**config.mk**
```make
export PLATFORM = sky130hd
export DESIGN_NAME = microseq_dispatch
export DESIGN_NICKNAME = d
export VERILOG_FILES = /design/src/rtl/microseq_dispatch.sv
export SDC_FILE = /design/constraint.sdc
export NUM_CORES = 1
export LEC_CHECK = 0
export BUFFER_PORTS_ARGS = -buffer_cell sky130_fd_sc_hd__buf_2
export CORE_MARGIN = 8
export CORE_UTILIZATION = 56
export CTS_CLUSTER_DIAMETER = 100
export DETAILED_ROUTE_END_ITERATION = 10
export PLACE_DENSITY = 0.75
export SETUP_SLACK_MARGIN = 0.02
export SYNTH_ARGS = -nofsm -noshare
export SYNTH_HDL_FRONTEND = slang
export SYNTH_SLANG_ARGS = --single-unit
```
**constraint.sdc**
```tcl
create_clock -name clk -period 8 [get_ports clk]
set_input_delay 0.4 -clock clk [delete_from_list [all_inputs] [get_ports clk]]
set_output_delay 0.4 -clock clk [all_outputs]
set_load 0.01 [all_outputs]
```
**src/rtl/microseq_dispatch.sv**
```systemverilog
// Microprogram sequencer with priority-encoded opcode dispatch table, bounded return stack and FAULT state.
// Optional trace outputs (last_op, dispatch_cnt) are enabled by defining MICROSEQ_DISPATCH_TRACE_EN.
module microseq_dispatch #(
    parameter int N_OPS        = 32,
    parameter int ADDR_W       = 8,
    parameter int STACK_DEPTH  = 4,
    parameter int RESET_ADDR   = 0,
    parameter int DEFAULT_ADDR = 0,
    parameter int FAULT_ADDR   = 255,
    parameter int MAP_BASE     = 20,
    localparam int IDX_W       = $clog2(N_OPS),
    localparam int SP_W        = $clog2(STACK_DEPTH + 1)
) (
    input  logic              clk,
    input  logic              rst,
    input  logic [N_OPS-1:0]  op_vec,
    input  logic [2:0]        seq_ctl,
    input  logic              cond,
    input  logic [ADDR_W-1:0] br_addr,
    input  logic              stall,
    input  logic              err_clr,
    input  logic              map_we,
    input  logic [IDX_W-1:0]  map_idx,
    input  logic [ADDR_W-1:0] map_data,
    output logic [ADDR_W-1:0] upc,
    output logic              map_hit,
    output logic              stack_err,
    output logic [SP_W-1:0]   sp,
`ifdef MICROSEQ_DISPATCH_TRACE_EN
    output logic [IDX_W-1:0]  last_op,
    output logic [15:0]       dispatch_cnt,
`endif
    output logic              dbg_state
);

    typedef enum logic {RUN = 1'b0, FAULT = 1'b1} state_t;

    localparam logic [2:0] C_INC  = 3'd0;
    localparam logic [2:0] C_BR   = 3'd1;
    localparam logic [2:0] C_BRC  = 3'd2;
    localparam logic [2:0] C_MAP  = 3'd3;
    localparam logic [2:0] C_CALL = 3'd4;
    localparam logic [2:0] C_RET  = 3'd5;

    state_t            r_state, w_state_nx;
    logic [ADDR_W-1:0] r_upc, w_upc_nx;
    logic [SP_W-1:0]   r_sp, w_sp_nx;
    logic              r_map_hit, w_hit_nx;
    logic              w_push;
    logic [ADDR_W-1:0] r_table [N_OPS];
    logic [ADDR_W-1:0] r_stack [STACK_DEPTH];
    logic [IDX_W-1:0]  w_op_idx;
    logic              w_op_any;
    logic              w_map_ok;
    logic [ADDR_W-1:0] w_upc_inc;

    assign w_upc_inc = r_upc + ADDR_W'(1);

    // Descending scan so the lowest set bit is the last one assigned.
    always_comb begin
        w_op_idx = '0;
        for (int i = N_OPS - 1; i >= 0; i--) begin
            if (op_vec[i]) w_op_idx = IDX_W'(i);
        end
    end
    assign w_op_any = |op_vec;

    always_comb begin
        w_state_nx = r_state;
        w_upc_nx   = r_upc;
        w_sp_nx    = r_sp;
        w_hit_nx   = r_map_hit;
        w_push     = 1'b0;
        w_map_ok   = 1'b0;
        case (r_state)
            RUN: begin
                if (!stall) begin
                    w_hit_nx = 1'b0;
                    case (seq_ctl)
                        C_INC: w_upc_nx = w_upc_inc;
                        C_BR:  w_upc_nx = br_addr;
                        C_BRC: w_upc_nx = cond ? br_addr : w_upc_inc;
                        C_MAP: begin
                            if (w_op_any) begin
                                w_upc_nx = r_table[w_op_idx];
                                w_hit_nx = 1'b1;
                                w_map_ok = 1'b1;
                            end else begin
                                w_upc_nx = ADDR_W'(DEFAULT_ADDR);
                            end
                        end
                        C_CALL: begin
                            if (r_sp < SP_W'(STACK_DEPTH)) begin
                                w_push   = 1'b1;
                                w_sp_nx  = r_sp + SP_W'(1);
                                w_upc_nx = br_addr;
                            end else begin
                                w_state_nx = FAULT;
                            end
                        end
                        C_RET: begin
                            if (r_sp != '0) begin
                                w_sp_nx  = r_sp - SP_W'(1);
                                w_upc_nx = r_stack[r_sp - SP_W'(1)];
                            end else begin
                                w_state_nx = FAULT;
                            end
                        end
                        default: w_upc_nx = r_upc;
                    endcase
                    if (w_state_nx == FAULT) begin
                        w_upc_nx = ADDR_W'(FAULT_ADDR);
                        w_sp_nx  = '0;
                        w_hit_nx = 1'b0;
                    end
                end
            end
            FAULT: begin
                // upc stays parked at FAULT_ADDR across the recovery edge too.
                w_upc_nx = ADDR_W'(FAULT_ADDR);
                w_sp_nx  = '0;
                w_hit_nx = 1'b0;
                if (err_clr) w_state_nx = RUN;
            end
            default: w_state_nx = RUN;
        endcase
    end

    always_ff @(posedge clk or posedge rst) begin
        if (rst) begin
            r_state   <= RUN;
            r_upc     <= ADDR_W'(RESET_ADDR);
            r_sp      <= '0;
            r_map_hit <= 1'b0;
        end else begin
            r_state   <= w_state_nx;
            r_upc     <= w_upc_nx;
            r_sp      <= w_sp_nx;
            r_map_hit <= w_hit_nx;
        end
    end

    always_ff @(posedge clk or posedge rst) begin
        if (rst) begin
            for (int i = 0; i < N_OPS; i++) r_table[i] <= ADDR_W'(MAP_BASE + i);
        end else if (map_we && (32'(map_idx) < 32'(N_OPS))) begin
            r_table[map_idx] <= map_data;
        end
    end

    always_ff @(posedge clk) begin
        if (w_push) r_stack[r_sp[$clog2(STACK_DEPTH)-1:0]] <= w_upc_inc;
    end

`ifdef MICROSEQ_DISPATCH_TRACE_EN
    logic [IDX_W-1:0] r_last_op;
    logic [15:0]      r_dispatch_cnt;

    always_ff @(posedge clk or posedge rst) begin
        if (rst) begin
            r_last_op      <= '0;
            r_dispatch_cnt <= '0;
        end else if (w_map_ok) begin
            r_last_op <= w_op_idx;
            if (r_dispatch_cnt != 16'hFFFF) r_dispatch_cnt <= r_dispatch_cnt + 16'd1;
        end
    end

    assign last_op      = r_last_op;
    assign dispatch_cnt = r_dispatch_cnt;
`endif

    assign upc       = r_upc;
    assign map_hit   = r_map_hit;
    assign stack_err = (r_state == FAULT);
    assign sp        = r_sp;
    assign dbg_state = r_state;

endmodule

```
==> results of run 1 <==
==> layer usage <==
metal	global-route usage (%)	vias up
li1	-	4648
met4	6.10	8
met5	0	-
met2	36.2	446
met1	32.0	5374
met3	5.46	80
==> final cells by class <==
type | instances | area (um^2)
antenna | 1 | 2.50
clock buffer | 49 | 877
clock inverter | 9 | 126
fill | 2079 | 10100
inverter | 12 | 52.6
multi-input combinational | 843 | 6830
sequential | 301 | 7820
tap | 341 | 427
timing repair buffer | 86 | 458
==> sequential cells by signal, summed over array words and instances, names as in the netlist <==
| signal | flops |
|---|---|
| sp | 3 |
| dbg_state | 1 |
| map_hit | 1 |
| r_table | 256 |
| r_stack | 32 |
| upc | 8 |
==> stage by stage <==
stage / instances / cell area, um^2 / power (mW) / setup slack (ns) / hold WS, ns
floorplan: 1238 / 15100 / 2.74 / 0.355 / 0.471
detailed placement: 1583 / 15600 / 3.02 / 3.81 / 0.487
global placement: 1583 / 15600 / 2.97 / 4.00 / 0.481
CTS: 1641 / 16600 / 4.45 / 4.11 / 0.102
finish: 1642 / 16600 / 4.42 / 4.10 / 0.0497
global route: 1641 / 16600 / 4.62 / 3.84 / 0.120
==> worst max-delay path, stage by stage (launching register included) <==
cell and delay (ns):
sky130_fd_sc_hd__dfrtp_1 0.75, sky130_fd_sc_hd__inv_1 0.21, sky130_fd_sc_hd__ha_1 0.27, sky130_fd_sc_hd__ha_1 0.18, sky130_fd_sc_hd__mux2i_1 0.23, sky130_fd_sc_hd__nor2_1 0.10, sky130_fd_sc_hd__nor3_1 0.72, sky130_fd_sc_hd__o221ai_1 0.37
sky130_fd_sc_hd__or4_1 0.57, sky130_fd_sc_hd__a31oi_1 0.23, sky130_fd_sc_hd__a32oi_1 0.13
==> layout by cell type, fill, tap and decap left out, types with 7 or more instances in the layout <==
cell type / Yosys / layout
sky130_fd_sc_hd__mux2_2: 265 / 265
sky130_fd_sc_hd__dfrtp_1: 169 / 169
sky130_fd_sc_hd__dfstp_2: 100 / 100
sky130_fd_sc_hd__nand2_1: 99 / 99
sky130_fd_sc_hd__nor2_1: 76 / 76
sky130_fd_sc_hd__mux2i_1: 76 / 76
sky130_fd_sc_hd__buf_2: 6 / 75
sky130_fd_sc_hd__o21ai_0: 38 / 38
sky130_fd_sc_hd__edfxtp_1: 32 / 32
sky130_fd_sc_hd__clkbuf_16: 0 / 31
sky130_fd_sc_hd__nand3_1: 23 / 23
sky130_fd_sc_hd__a22oi_1: 21 / 21
sky130_fd_sc_hd__or3_1: 18 / 18
sky130_fd_sc_hd__nor2b_1: 18 / 18
sky130_fd_sc_hd__nor3_1: 18 / 17
sky130_fd_sc_hd__a211oi_1: 18 / 17
sky130_fd_sc_hd__a21oi_1: 14 / 14
sky130_fd_sc_hd__a32oi_1: 14 / 14
sky130_fd_sc_hd__clkbuf_1: 60 / 14
sky130_fd_sc_hd__inv_1: 12 / 11
sky130_fd_sc_hd__buf_4: 4 / 11
sky130_fd_sc_hd__a31oi_1: 10 / 10
sky130_fd_sc_hd__nand2b_1: 9 / 9
sky130_fd_sc_hd__mux4_2: 8 / 8
sky130_fd_sc_hd__o211ai_1: 7 / 7
==> power by group <==
group | switching (mW) | leakage (nW) | internal, mW
Clock | 0.582 | 0.487 | 0.846
Combinational | 0.450 | 2.96 | 0.433
Sequential | 0.182 | 3.49 | 1.93
==> cell families after synthesis <==
logic type,after synthesis
compound gates,177
xor+xnor,7
simple gates,304
fa+ha+maj,6
flops,301
buf+inv,94
mux,349
==> final timing paths <==
kind,from,end,slack [ns]
max,sp[0]$_DFFE_PP0P_,upc[0]$_DFFE_PP0P_,4.10
max in group asynchronous,rst,r_table[60]$_DFFE_PP0P_,6.45
min reg2reg,r_table[120]$_DFFE_PP0P_,r_table[120]$_DFFE_PP0P_,0.50
max reg2reg,sp[0]$_DFFE_PP0P_,upc[0]$_DFFE_PP0P_,4.10
min in group clk,stall,dbg_state$_DFF_PP0_,0.13
min,rst,r_table[232]$_DFFE_PP0P_,0.05
==> impl_metrics.yaml, run 1 <==
yosys:
  yosysTopAreaCell: "sky130_fd_sc_hd__dfrtp_1"
  synth-main-ff-cell: "sky130_fd_sc_hd__dfrtp_1"
  synth_mux_area_share_pct: 26.1
  parity_gate_share_of_the_synthesized_area_counting_xor_and_xnor_cells_pct: 0.407
  synth-seq-area-share_pct: 51.9
  synth-warning-count: 0
  synth.ff_latch_count: 301
  synth_simple_gate_area_share_pct: 9.65
  avgSynthCellArea_um2: 12.2
  synth_commonest_cells: "sky130_fd_sc_hd__mux2_2, sky130_fd_sc_hd__dfrtp_1, sky130_fd_sc_hd__dfstp_2"
  yosys.area.top_type_share_pct: 28.1
  synth_top_family_by_area: "multiplexers"
  postSynth.asyncResetShare_pct: 89.4
  syn_nets: 1306
  yosys.cell_types.count: 70
  synthTopCellsByArea: "sky130_fd_sc_hd__dfrtp_1, sky130_fd_sc_hd__mux2_2, sky130_fd_sc_hd__dfstp_2"
  share_of_the_synthesized_area_in_compound_gates_ao_oa_aoi_oai_pct: 8.61
  syn_area_um2: 15100
  synthAdderAreaFrac_pct: 0.499
  top_count_cell_post_synth: "sky130_fd_sc_hd__mux2_2"
  synth_edf_count: 32
  post_synth_inst_count: 1238
clocking:
  clkSlewWorstSetupHoldPaths_ns: 0.06
  number_of_buffers_inserted_during_clock_tree_synthesis: 31
  post-cts-setup-buffer-count: 0
  cts.sinks: 301
  cts_htree_levels: 1
  cts_root_buf: "sky130_fd_sc_hd__clkbuf_16"
  clk-insertion-delay-late_ns: 0.56
  cts-resized-gates: 0
  cts_tree: "done"
  clock_path_buffers: 3
  ctsHoldBuffers: 0
sta:
  finalSetupViolCount: 0
  worst_slew_pin_slew_ns: 1.24
  drv_slew: 0
  relSlewSlack_pct: 17.3
  post-route-period-util_pct: 48.8
  period_needed_ns: 3.90
  tns_ns: 0
  timing.clock.skew_ns: 0.0187
  setup_repair_after_global_routing_missed_its_margin: "false"
  finalHoldViolations: 0
  max_freq_ghz: 0.256
critical_path:
  worstSetupEndpointType: "flip-flop"
  critical_path_required_ns: 8.41
  worstPathMaxFanout: 12
  worst_ep_arrival_time_ns: 4.31
  path_class: "reg2reg"
  crit_path_start_kind: "flip-flop"
  worst-r2r-cell-count: 10
drt:
  detail_route.drc_violations: 0
  met3WireLength_mm: 3.32
  first_iter_violations: 972
  route.detailed.vias_per_inst: 6.43
  detailroute.wirelength.met2_mm: 17.3
  wirelength_met1_mm: 16.4
  drtPass1Iterations: 5
  wire_per_inst_um: 23.1
  routed-via-count: 10556
  routed_wire_length_mm: 38.0
  drt.antenna.violating_nets: 0
  highest-signal-layer: "met5"
floorplan:
  initial_core_util_pct: 56.5
  die_height_um: 180
  core.rowCount: 60
  die-area_um2: 32400
  die-width_um: 180
  top_level_ports: 76
  core_um2: 26700
power_and_ir_drop:
  vdd_drop_max_mv: 0.199
  powerDensity_nw_per_um2: 267
  power.leakage_nw: 6.93
global_routing:
  track_usage_pct: 23.1
  grt_overflow: 0
  grt_max_degree: 146
  number_of_global_route_vias_before_repair: 10447
  grt_first_pass_wirelength_mm: 60.3
  antenna_found_initial: 4
finish:
  final_util_pct: 62.2
  fraction_of_layout_instances_using_a_drive_strength_above_1_pct: 39.8
  area_growth_pct: 10.2
  fin_nets: 1343
hold_path:
  worst_hold_path_type: "in2async"
run_status:
  status: "completed"
flow_run:
  number_of_max_capacitance_violations_reported: 0
placed_design:
  io_buffers: 75
  final_weighted_congestion_of_routability_driven_global_placement: 0.872
  dp.final_hpwl_mm: 24.9
Note: power is estimated with default switching activity, not from simulation.
==> inputs of run 2 (changes only) <==
CORE_UTILIZATION = 62   (was 56)
PLACE_DENSITY = 0.79   (was 0.75)
clock period = 3.93 ns   (was 8 ns; I/O delays follow)
==> run 2 against run 1 <==
Global-route usage increased by 4.2 points. Design area up 0.42%. Cell count fell by 0.55%. First-iteration DRC count is 29% higher. Sequential share of layout area shrank 0.20 points. Register-to-register slack lost 3.4 ns. Critical path type unchanged. Clock power up 98%.
==> impl_metrics.yaml, run 2 (synthesis results as in run 1) <==
run_status:
  status: "completed"
clocking:
  cts_htree_levels: 1
  clock_path_buffers: 3
  cts_tree: "done"
  cts.sinks: 301
  number_of_buffers_inserted_during_clock_tree_synthesis: 31
  clk-insertion-delay-late_ns: 0.57
  clkSlewWorstSetupHoldPaths_ns: 0.06
  cts_root_buf: "sky130_fd_sc_hd__clkbuf_16"
  post-cts-setup-buffer-count: 0
critical_path:
  critical_path.startpoint: "sp[1]$_DFFE_PP0P_"
  worst_ep_arrival_time_ns: 3.67
  crit_path_end: "upc[3]$_DFFE_PP0P_"
  critical_path_required_ns: 4.37
  reg2reg_slack_ns: 0.70
  worstPathMaxFanout: 9
  reg2reg_from: "sp[1]$_DFFE_PP0P_"
  worst-r2r-cell-count: 11
  crit_path_start_kind: "flip-flop"
  worstSetupEndpointType: "flip-flop"
  path_class: "reg2reg"
  reg2reg_to: "upc[3]$_DFFE_PP0P_"
finish:
  fin_nets: 1352
  postLayoutCellArea_um2: 16700
  fraction_of_layout_instances_using_a_drive_strength_above_1_pct: 40.3
  area_growth_pct: 10.7
  mostFrequentLayoutCell: "sky130_fd_sc_hd__mux2_2"
  finish.cell_count_without_fillers: 1633
  largest_register: "r_table"
  final_util_pct: 69.1
  mostFrequentLayoutCells: "sky130_fd_sc_hd__mux2_2, sky130_fd_sc_hd__dfrtp_1, sky130_fd_sc_hd__dfstp_2, sky130_fd_sc_hd__nand2_1"
  flip_flop_count_of_the_largest_register_after_layout: 256
  antenna_cells: 0
placed_design:
  dp.final_hpwl_mm: 26.9
  final_weighted_congestion_of_routability_driven_global_placement: 0.933
  io_buffers: 75
  dp_cells: 1572
  placement.cell_area_um2: 15600
  dp_worst_setup_slack_ns: 0.547
sta:
  finalHoldViolations: 0
  period_needed_ns: 3.23
  setup_repair_after_global_routing_missed_its_margin: "false"
  timing.clock.skew_ns: 0.0166
  finalSetupViolCount: 0
  worst_slew_pin_slew_ns: 1.13
  whs_ns: 0.261
  postLayoutSetupSlackWorst_ns: 0.704
  drv_slew: 0
  max_freq_ghz: 0.310
  post-route-period-util_pct: 82.1
  relSlewSlack_pct: 24.7
  tns_ns: 0
floorplan:
  core.rowCount: 57
  top_level_ports: 76
  die_height_um: 172
  die-area_um2: 29500
  initial_core_util_pct: 62.4
  core_um2: 24100
  die-width_um: 172
drt:
  drt.antenna.violating_nets: 0
  routed_wire_length_mm: 40.0
  routed-via-count: 10776
  first_iter_violations: 1251
  route.detailed.vias_per_inst: 6.60
  drtPass1Iterations: 6
  detail_route.drc_violations: 0
  wire_per_inst_um: 24.5
power_and_ir_drop:
  vdd_drop_max_mv: 0.410
  powerDensity_nw_per_um2: 544
  totalPowerFinal_mw: 9.06
  power.leakage_nw: 6.98
hold_path:
  worst_hold_path_type: "in2async"
global_routing:
  track_usage_pct: 27.3
  grt_first_pass_wirelength_mm: 61.9
  number_of_global_route_vias_before_repair: 10619
  grt_overflow: 0
  grt_max_degree: 138
  antenna_found_initial: 1
flow_run:
  number_of_max_capacitance_violations_reported: 0
## run 2: layout make-up
| type | instances | area (um^2) |
|---|---|---|
| clock buffer | 44 | 885 |
| fill | 1762 | 7450 |
| sequential | 301 | 7820 |
| clock inverter | 14 | 104 |
| tap | 324 | 405 |
| multi-input combinational | 843 | 6830 |
| inverter | 12 | 48.8 |
| timing repair buffer | 95 | 571 |
## run 2: power breakdown
group          switching, mW  internal, mW
Clock                   1.21          1.63
Sequential             0.381          3.93
Combinational           1.01         0.901
Total                   2.60          6.46
## run 2: routing by layer
| layer | vias up | routed length [um] | GRT usage [%] |
|---|---|---|---|
| li1 | 4657 | - | - |
| met1 | 5435 | 16800 | 37.5 |
| met2 | 565 | 17800 | 41.8 |
| met3 | 117 | 3920 | 6.36 |
| met4 | 2 | 1520 | 10.6 |
| met5 | - | 13 | 0 |
## run 2: worst min path at each step
stage          startpoint  slack, ns                  endpoint
6_report              rst       0.26  r_table[250]$_DFFE_PP1P_
3_5_place_dp          rst       0.30  r_table[250]$_DFFE_PP1P_
2_1_floorplan       stall       0.30       dbg_state$_DFF_PP0_
4_1_cts               rst       0.26  r_table[250]$_DFFE_PP1P_
3_3_place_gp          rst       0.30  r_table[250]$_DFFE_PP1P_
5_1_grt               rst       0.29  r_table[250]$_DFFE_PP1P_
## run 2: repair_timing
action                    in CTS  in global routing
hold endpoints to repair     169                  0
gates resized for setup        0                  0
hold buffers                   3                  0
## run 2: critical path: stages (launching register included)
cell	delay [ns]
sky130_fd_sc_hd__dfrtp_1	0.44
sky130_fd_sc_hd__inv_1	0.10
sky130_fd_sc_hd__ha_1	0.54
sky130_fd_sc_hd__mux4_2	0.37
sky130_fd_sc_hd__mux2_2	0.27
sky130_fd_sc_hd__nand2_1	0.06
sky130_fd_sc_hd__o21ai_0	0.07
sky130_fd_sc_hd__o21ai_0	0.34
sky130_fd_sc_hd__o311ai_0	0.29
sky130_fd_sc_hd__a211o_1	0.33
sky130_fd_sc_hd__a31oi_1	0.19
sky130_fd_sc_hd__a31oi_1	0.11
